<file path="src/rtl/pipe_pkg.sv">
// Shared pipeline definitions: hazard controller state encoding and
// architectural constants used across the five-stage pipeline.
package pipe_pkg;

    typedef enum logic [2:0] {
        IDLE    = 3'd0,
        RUN     = 3'd1,
        LOADUSE = 3'd2,
        FLUSH   = 3'd3,
        MEMWAIT = 3'd4
    } hz_state_t;

    localparam logic [4:0]  REG_ZERO  = 5'd0;
    // addi x0, x0, 0 -- injected into ID/EX as a bubble
    localparam logic [31:0] NOP_INSTR = 32'h00000013;

endpackage

</file>
<file path="src/rtl/sat_counter.sv">
// Saturating up-counter: counts cycles where inc is high, sticks at all-ones.
module sat_counter #(
    parameter int W = 32
) (
    input  logic         clk,
    input  logic         rst_n,
    input  logic         inc,
    output logic [W-1:0] q
);

    always_ff @(posedge clk or negedge rst_n) begin
        if (!rst_n) begin
            q <= '0;
        end else if (inc && (q != {W{1'b1}})) begin
            q <= q + {{(W-1){1'b0}}, 1'b1};
        end
    end

endmodule

</file>
<file path="src/rtl/pipe_hazard_ctrl.sv">
// Hazard/sequencing controller: load-use stalls, taken-branch redirects,
// data-memory waits, plus saturating stall/flush performance counters.
module pipe_hazard_ctrl
    import pipe_pkg::*;
#(
    parameter int CNT_W = 32
) (
    input  logic             clk,
    input  logic             rst_n,
    input  logic             id_valid,
    input  logic [4:0]       id_rs1,
    input  logic [4:0]       id_rs2,
    input  logic             id_use_rs1,
    input  logic             id_use_rs2,
    input  logic             ex_valid,
    input  logic [4:0]       ex_rd,
    input  logic             ex_is_load,
    input  logic             ex_taken,
    input  logic             mem_busy,
    output logic             if_adv,
    output logic             if_redirect,
    output logic             if_stall,
    output logic             id_hold,
    output logic             id_flush,
    output logic             ex_bubble,
    output logic             all_hold,
    output logic [CNT_W-1:0] stall_cnt,
    output logic [CNT_W-1:0] flush_cnt,
    output hz_state_t        dbg_state
);

    // mem_busy acts as an inverted ready: while high the data memory has not
    // completed and every pipeline register must hold; completion is the
    // first cycle it reads low, and the pipeline advances in that same cycle.

    hz_state_t state, state_nxt;
    logic      pend_redir, pend_nxt;
    logic      lu, tk;

    assign lu = ex_valid & ex_is_load & id_valid & (ex_rd != REG_ZERO) &
                ((id_use_rs1 & (id_rs1 == ex_rd)) |
                 (id_use_rs2 & (id_rs2 == ex_rd)));
    assign tk = ex_valid & ex_taken;

    always_comb begin
        if_adv      = 1'b0;
        if_redirect = 1'b0;
        if_stall    = 1'b0;
        id_hold     = 1'b0;
        id_flush    = 1'b0;
        ex_bubble   = 1'b0;
        all_hold    = 1'b0;
        state_nxt   = state;
        pend_nxt    = pend_redir;
        case (state)
            IDLE: begin
                if_stall  = 1'b1;
                all_hold  = 1'b1;
                state_nxt = RUN;
            end
            RUN, LOADUSE: begin
                // LOADUSE outputs equal RUN defaults; new events use RUN rules
                if_adv    = 1'b1;
                state_nxt = RUN;
                if (mem_busy) begin
                    all_hold  = 1'b1;
                    if_adv    = 1'b0;
                    state_nxt = MEMWAIT;
                    if (tk) pend_nxt = 1'b1;
                end else if (tk) begin
                    if_redirect = 1'b1;
                    id_flush    = 1'b1;
                    ex_bubble   = 1'b1;
                    state_nxt   = FLUSH;
                end else if (lu) begin
                    if_adv    = 1'b0;
                    id_hold   = 1'b1;
                    ex_bubble = 1'b1;
                    state_nxt = LOADUSE;
                end
            end
            FLUSH: begin
                if_adv    = 1'b1;
                if_stall  = 1'b1;
                id_flush  = 1'b1;
                state_nxt = RUN;
            end
            MEMWAIT: begin
                if (mem_busy) begin
                    all_hold = 1'b1;
                end else if (pend_redir) begin
                    if_adv      = 1'b1;
                    if_redirect = 1'b1;
                    id_flush    = 1'b1;
                    ex_bubble   = 1'b1;
                    pend_nxt    = 1'b0;
                    state_nxt   = FLUSH;
                end else begin
                    if_adv    = 1'b1;
                    state_nxt = RUN;
                end
            end
            default: begin
                if_stall  = 1'b1;
                all_hold  = 1'b1;
                state_nxt = IDLE;
                pend_nxt  = 1'b0;
            end
        endcase
    end

    always_ff @(posedge clk or negedge rst_n) begin
        if (!rst_n) begin
            state      <= IDLE;
            pend_redir <= 1'b0;
        end else begin
            state      <= state_nxt;
            pend_redir <= pend_nxt;
        end
    end

    assign dbg_state = state;

    sat_counter #(.W(CNT_W)) u_stall_cnt (
        .clk   (clk),
        .rst_n (rst_n),
        .inc   ((state == LOADUSE) || (state == MEMWAIT)),
        .q     (stall_cnt)
    );

    // Every redirect asserts if_redirect for exactly one cycle
    sat_counter #(.W(CNT_W)) u_flush_cnt (
        .clk   (clk),
        .rst_n (rst_n),
        .inc   (if_redirect),
        .q     (flush_cnt)
    );

endmodule

</file>
<file path="config.mk">
export PLATFORM = sky130hd
export DESIGN_NAME = pipe_hazard_ctrl
export DESIGN_NICKNAME = d
export VERILOG_FILES = /design/src/rtl/pipe_pkg.sv /design/src/rtl/sat_counter.sv /design/src/rtl/pipe_hazard_ctrl.sv
export SDC_FILE = /design/constraint.sdc
export NUM_CORES = 1
export LEC_CHECK = 0
export BUFFER_PORTS_ARGS = -buffer_cell sky130_fd_sc_hd__buf_2
export CORE_MARGIN = 5
export CORE_UTILIZATION = 51
export CTS_BUF_LIST = sky130_fd_sc_hd__clkbuf_4 sky130_fd_sc_hd__clkbuf_8 sky130_fd_sc_hd__clkbuf_16
export DETAILED_ROUTE_END_ITERATION = 12
export PLACE_DENSITY = 0.78
export SETUP_SLACK_MARGIN = 0.2
export SLEW_MARGIN = 0
export SYNTH_ARGS = -nofsm -noshare
export SYNTH_HDL_FRONTEND = slang
export SYNTH_SLANG_ARGS = --single-unit
</file>
<file path="constraint.sdc">
create_clock -name clk -period 2.7 [get_ports clk]
set_clock_uncertainty 0.15 [all_clocks]
set_input_delay 0 -clock clk [delete_from_list [all_inputs] [get_ports clk]]
set_output_delay 0 -clock clk [all_outputs]
set_load 0.005 [all_outputs]
</file>
# After elaboration in Yosys (flattened, before gate mapping)

Cells that the tools add are included.

Flip-flop bits (word level): 68
Output and inout port bits: 74
Word-level logic and storage cells: 66

Add/sub/neg operators: 2
Equality and inequality tests: 11
Multiplexer cells: 31
Bitwise operators: 9
Reduce and logical (&&, ||, !) cells: 9

Operators by type and width:

| operator                                       | count |
|---|---|
| adder 32 x 1 -> 32 bit (second input constant) | 2 |
| inequality test 32 bit (second input constant) | 2 |
| 2-to-1 mux 1 bit                               | 19 |
| == test 5 bit                                  | 2 |
| case mux 1 bit (3 select lines)                | 3 |
| case mux 3 bit (3 select lines)                | 1 |
| bitwise AND 1 bit                              | 7 |
| == test 3 x 2 -> 1 bit (second input constant) | 2 |
| 2-to-1 mux 2 bit                               | 3 |
| 2-to-1 mux 3 bit                               | 2 |
| inequality test 2 bit (second input constant)  | 3 |
| case mux 1 bit (2 select lines)                | 3 |
| nonzero test 5 bit                             | 1 |
| AND reduction 4 bit                            | 1 |
| OR reduction 2 bit                             | 2 |
| == test 3 x 1 -> 1 bit (second input constant) | 1 |
| == test 3 bit (second input constant)          | 1 |
| zero test 3 bit                                | 1 |
| OR reduction 3 bit                             | 1 |
| logical AND 1 bit                              | 2 |
| logical OR 1 bit                               | 1 |
| NOT 1 bit                                      | 1 |
| bitwise OR 1 bit                               | 1 |

# Logic depth before layout (Yosys ltp)

Word-level depth: 8
Depth in mapped cells: 7
Depth with buffers taken out: 6

# Cells and area by module

A second synthesis with hierarchy kept.

Cell total of the unflattened synthesis: 359
Area, all modules: 3677.3 um^2

By module, submodules not included:

| module                    | times used | cells each | area each (um^2) | seq. area each (um^2) |
|---|---|---|---|---|
| sat_counter (u_flush_cnt) | 1          | 151        | 1624.1           | 800.8 |
| sat_counter (u_stall_cnt) | 1          | 153        | 1617.8           | 800.8 |
| pipe_hazard_ctrl          | 1          | 55         | 435.4            | 100.1 |

# Worst setup path before layout

Ideal clock, no wire load.

Path kind: reg-to-reg
Start: reg u_stall_cnt.q[0]
End: reg u_stall_cnt.q[31]
Library setup time: 0.123 ns
Arrival: 1.796 ns
Slack: 0.631 ns
Cell stages (with the launch flop): 8
Buffers on the path: 1
Period minus slack after synthesis: 2.069 ns
Cell sequence: dfrtp_1 ha_1 and2_1 and4_1 a31oi_4 buf_2 nand4_1 xnor2_1

Longest elaborated chain between the ends: 2

RTL lines:

| what                                                           | line              | text |
|---|---|---|
| from (decl)                                                    | sat_counter.sv:8  | `output logic [W-1:0] q` |
| from (signal assigned)                                         | sat_counter.sv:15 | `q <= q + {{(W-1){1'b0}}, 1'b1};` |
| branches (longest 2 deep; another with adder 32 x 1 -> 32 bit) | --                |  |

Several ways; the timed one is not identified.
A chain may end at the register's enable or synchronous reset.

# Worst setup path after layout

Start: reg state[1], in the netlist dbg_state[1]
End: out ex_bubble

Longest elaborated chain between the ends: 3

RTL lines:

| what                                                                    | line                    | text |
|---|---|---|
| from (decl)                                                             | pipe_hazard_ctrl.sv:36  | `hz_state_t state, state_nxt;` |
| from (signal assigned)                                                  | pipe_hazard_ctrl.sv:117 | `state <= state_nxt;` |
| == test 3 x 2 -> 1 bit / == test 3 x 1 -> 1 bit (equally long branches) | pipe_hazard_ctrl.sv:55  | `case (state)` |
| OR reduction 2 bit                                                      | pipe_hazard_ctrl.sv:55  |  |
| case mux 1 bit (2 select lines) (*)                                     | pipe_hazard_ctrl.sv:55  |  |
| to (decl)                                                               | pipe_hazard_ctrl.sv:25  | `output logic ex_bubble,` |

Every way passes the cells marked *; elsewhere a longest branch is shown, timed or not.

==> results.cfg <==
[cts]
cts_tree = yes
cts-resized-gates = 0
cts-root-buf = clkbuf_8
numCtsBuffers = 9
cts_max_level = 3
cts_buffer_depth = 2
cts.sinks = 68
clk-insertion-delay-late_ps = 340
clk_pin_slew_ps = 70

[sta]
rsz0062_at_grt = false
finalCriticalPeriod_ps = 2290
final_max_slew_viol_count = 0
finalHoldViolCount = 0
timing.final.crit_share_pct = 84.8
finalSetupViolCount = 0
relSlewSlack_pct = 43.3
fmax_mhz = 437
setup_tns_ps = 0
worst_slew_pin_slew_ps = 850

[synthesis]
ys_warn_count = 0
synth_area_leader_cell = dfrtp_1
synth.avg_cell_area_um2 = 10.7
synth_cells = 350
synth_seq_cells = 68
synth_sequential_area_ratio_pct = 45.6
synth.distinct_cells = 50
synthFlopType = dfrtp_1
synth_edf_count = 0
synthTopCellsByArea = dfrtp_1 (46%), xor2_1 (11%), xnor2_1 (6.1%)
synth_nets = 376
async_reset_ff_share_pct = 100
synthesis.area_mm2 = 0.00373
post-synth-top-area-fraction_pct = 45.6

[min_path]
hold_class = input port to flop
hp-start = id_use_rs1

[cells_and_area]
antennaDiodeCount = 0
area_growth_pct = 22.9
final_cell_area_mm2 = 0.00458
drive_above_1_share_pct = 29.5
final_common_cell = buf_2
nets = 487
final_cell_mix = buf_2 (97), dfrtp_1 (68), xor2_1 (46)

[power]
p_sw_w = 0.000869
clockPowerShare_pct = 30.7
power_frac_seq_pct = 46.3
p_comb_share_pct = 23.0
vdd_ir_drop_max_mv = 0.501
leakagePower_nw = 2.27
switching_share_pct = 31.5
p_int_w = 0.00189
power_density_mw_per_mm2 = 602

[critical_path]
cp.buffers_inverters = 1
r2r-start = u_stall_cnt.q[0]
slowest_stage = dfrtp_1
cp-startpoint = dbg_state[1]
crit_arrival_ps = 2140
worstPathCellList = nand2b_1 -> nor4_4 -> nor2_2 -> o21ai_0 -> buf_2
crit_path_max_incr_delay_ps = 600
crit_path_max_fanout = 14
critical_path_required_ps = 2550
path_delay_family = simple AND/OR/NAND/NOR gates
end_kind = output port
worst-setup-path-type = flop to output port
startpoint_type = flop

[routing]
wire_per_inst_um = 15.2
firstDrtPassIters = 6
drcViolationCount = 0
routed-via-count = 3129
drt_iter0_drc = 153
ant_nets = 0
via_per_inst = 5.55
routed_wl_um = 8590

[job]
maxCapViolations = 0

[global_route]
track_usage_pct = 19.5
grt_max_degree = 69
grt_pass1_wl_um = 14000
grt_pass1_vias = 3109
overflow = 0
antenna_found_initial = 0

[status]
run_status = finished clean

[die]
dieHeight_um = 95.5
core_mm2 = 0.00718
fp.dieW_um = 95.5
num_io_pins = 98
die_area_mm2 = 0.00912
initial_core_util_pct = 52.0
row_count = 31

[place]
placed_area_mm2 = 0.00431
place_hpwl_um = 6320
routabilityCongestion = 0.818
portBuffers = 97
[synthesized netlist by cell type (2+ instances only)]
master and instances:
a211oi_1 3, a21oi_1 5, and2_1 5, and3_1 9, and4_1 6, and4_4 2, buf_2 3, buf_6 2
dfrtp_1 68, ha_1 2, inv_1 6, mux2_2 2, nand2_1 26, nand2b_1 4, nand3_1 18, nand4_1 24
nor2_1 18, nor3_1 19, nor3b_1 3, nor4_1 7, nor4_2 4, nor4_4 3, nor4b_1 7, o2111ai_1 3
o21ai_0 4, or2_2 3, xnor2_1 26, xor2_1 46
[through the flow]
stage               hold WS, ps  worst slack (ps)  instances  power (W)  util, %
finish                      200               410        564    0.00276     63.9
global route                262               220        564    0.00291     63.9
CTS                         164               396        564    0.00278     63.9
detailed placement         96.0               471        542    0.00192     60.1
global placement           88.7               524        542    0.00190     60.1
floorplan                  -446               631        350    0.00165        -
[power by group through the flow]
stage | combinational [W] | sequential [W] | clock (W)
finish | 0.000635 | 0.00128 | 0.000846
CTS | 0.000645 | 0.00128 | 0.000864
global placement | 0.000610 | 0.00129 | 0
detailed placement | 0.000631 | 0.00129 | 0
global route | 0.000704 | 0.00130 | 0.000908
floorplan | 0.000368 | 0.00128 | 0
[worst min-delay path, delay by kind of cell]
family                 cells  cell delay, ps
AO/OA/AOI/OAI              2             360
AND/OR/NAND/NOR            1             190
buffers and inverters      1             100
[what timing repair did]
item / 4_1_cts / 5_1_grt
hold buffers: 7 / 0
endpoints found under the hold margin: 72 / 0
endpoints found under the setup margin: 0 / 0
buffers inserted: 0 / 0
[per-layer routing]
| metal | global-route usage [%] | wire (um) | vias to the layer above | share of wire, % |
|---|---|---|---|---|
| met5 | 0 | 0 | - | 0 |
| met4 | 7.70 | 147 | 0 | 1.7 |
| met1 | 22.5 | 3550 | 1522 | 41 |
| met2 | 34.7 | 4380 | 91 | 51 |
| met3 | 4.50 | 518 | 16 | 6.0 |
| li1 | - | - | 1500 | - |
[registers in the layout, indices dropped and copies added, names as in the netlist]
register and flops:
u_flush_cnt.q 32, u_stall_cnt.q 32, dbg_state 3, pend_redir 1
[path summary, 6_finish.rpt]
| kind | to | slack (ps) | cells past startpoint |
|---|---|---|---|
| max | ex_bubble | 410 | 5 |
| min | dbg_state[1] | 200 | 4 |
| max reg2reg | u_stall_cnt.q[17] | 460 | 6 |
| min reg2reg | u_flush_cnt.q[27] | 330 | 1 |
| max in group asynchronous | u_stall_cnt.q[4] | 1600 | 3 |
| min in group asynchronous | u_flush_cnt.q[3] | 240 | 3 |
[cells by family after synthesis]
logic type / after synthesis / synth area share, %
AO/OA/AOI/OAI: 27 / 6.24
XOR/XNOR: 72 / 16.9
adder cells (fa/ha/maj): 3 / 0.940
buffers and inverters: 13 / 1.91
flip-flops: 68 / 45.6
multiplexers: 2 / 0.604
AND/OR/NAND/NOR: 165 / 27.8
[cell type report]
type | instances | area [um^2]
Multi-Input combinational cell | 269 | 1960
Sequential cell | 68 | 1700
Fill cell | 570 | 2590
Clock buffer | 11 | 151
Timing Repair Buffer | 107 | 578
Tap cell | 99 | 124
Clock inverter | 4 | 48.8
Inverter | 6 | 22.5
No activity file was read; power rests on OpenSTA's default activity.
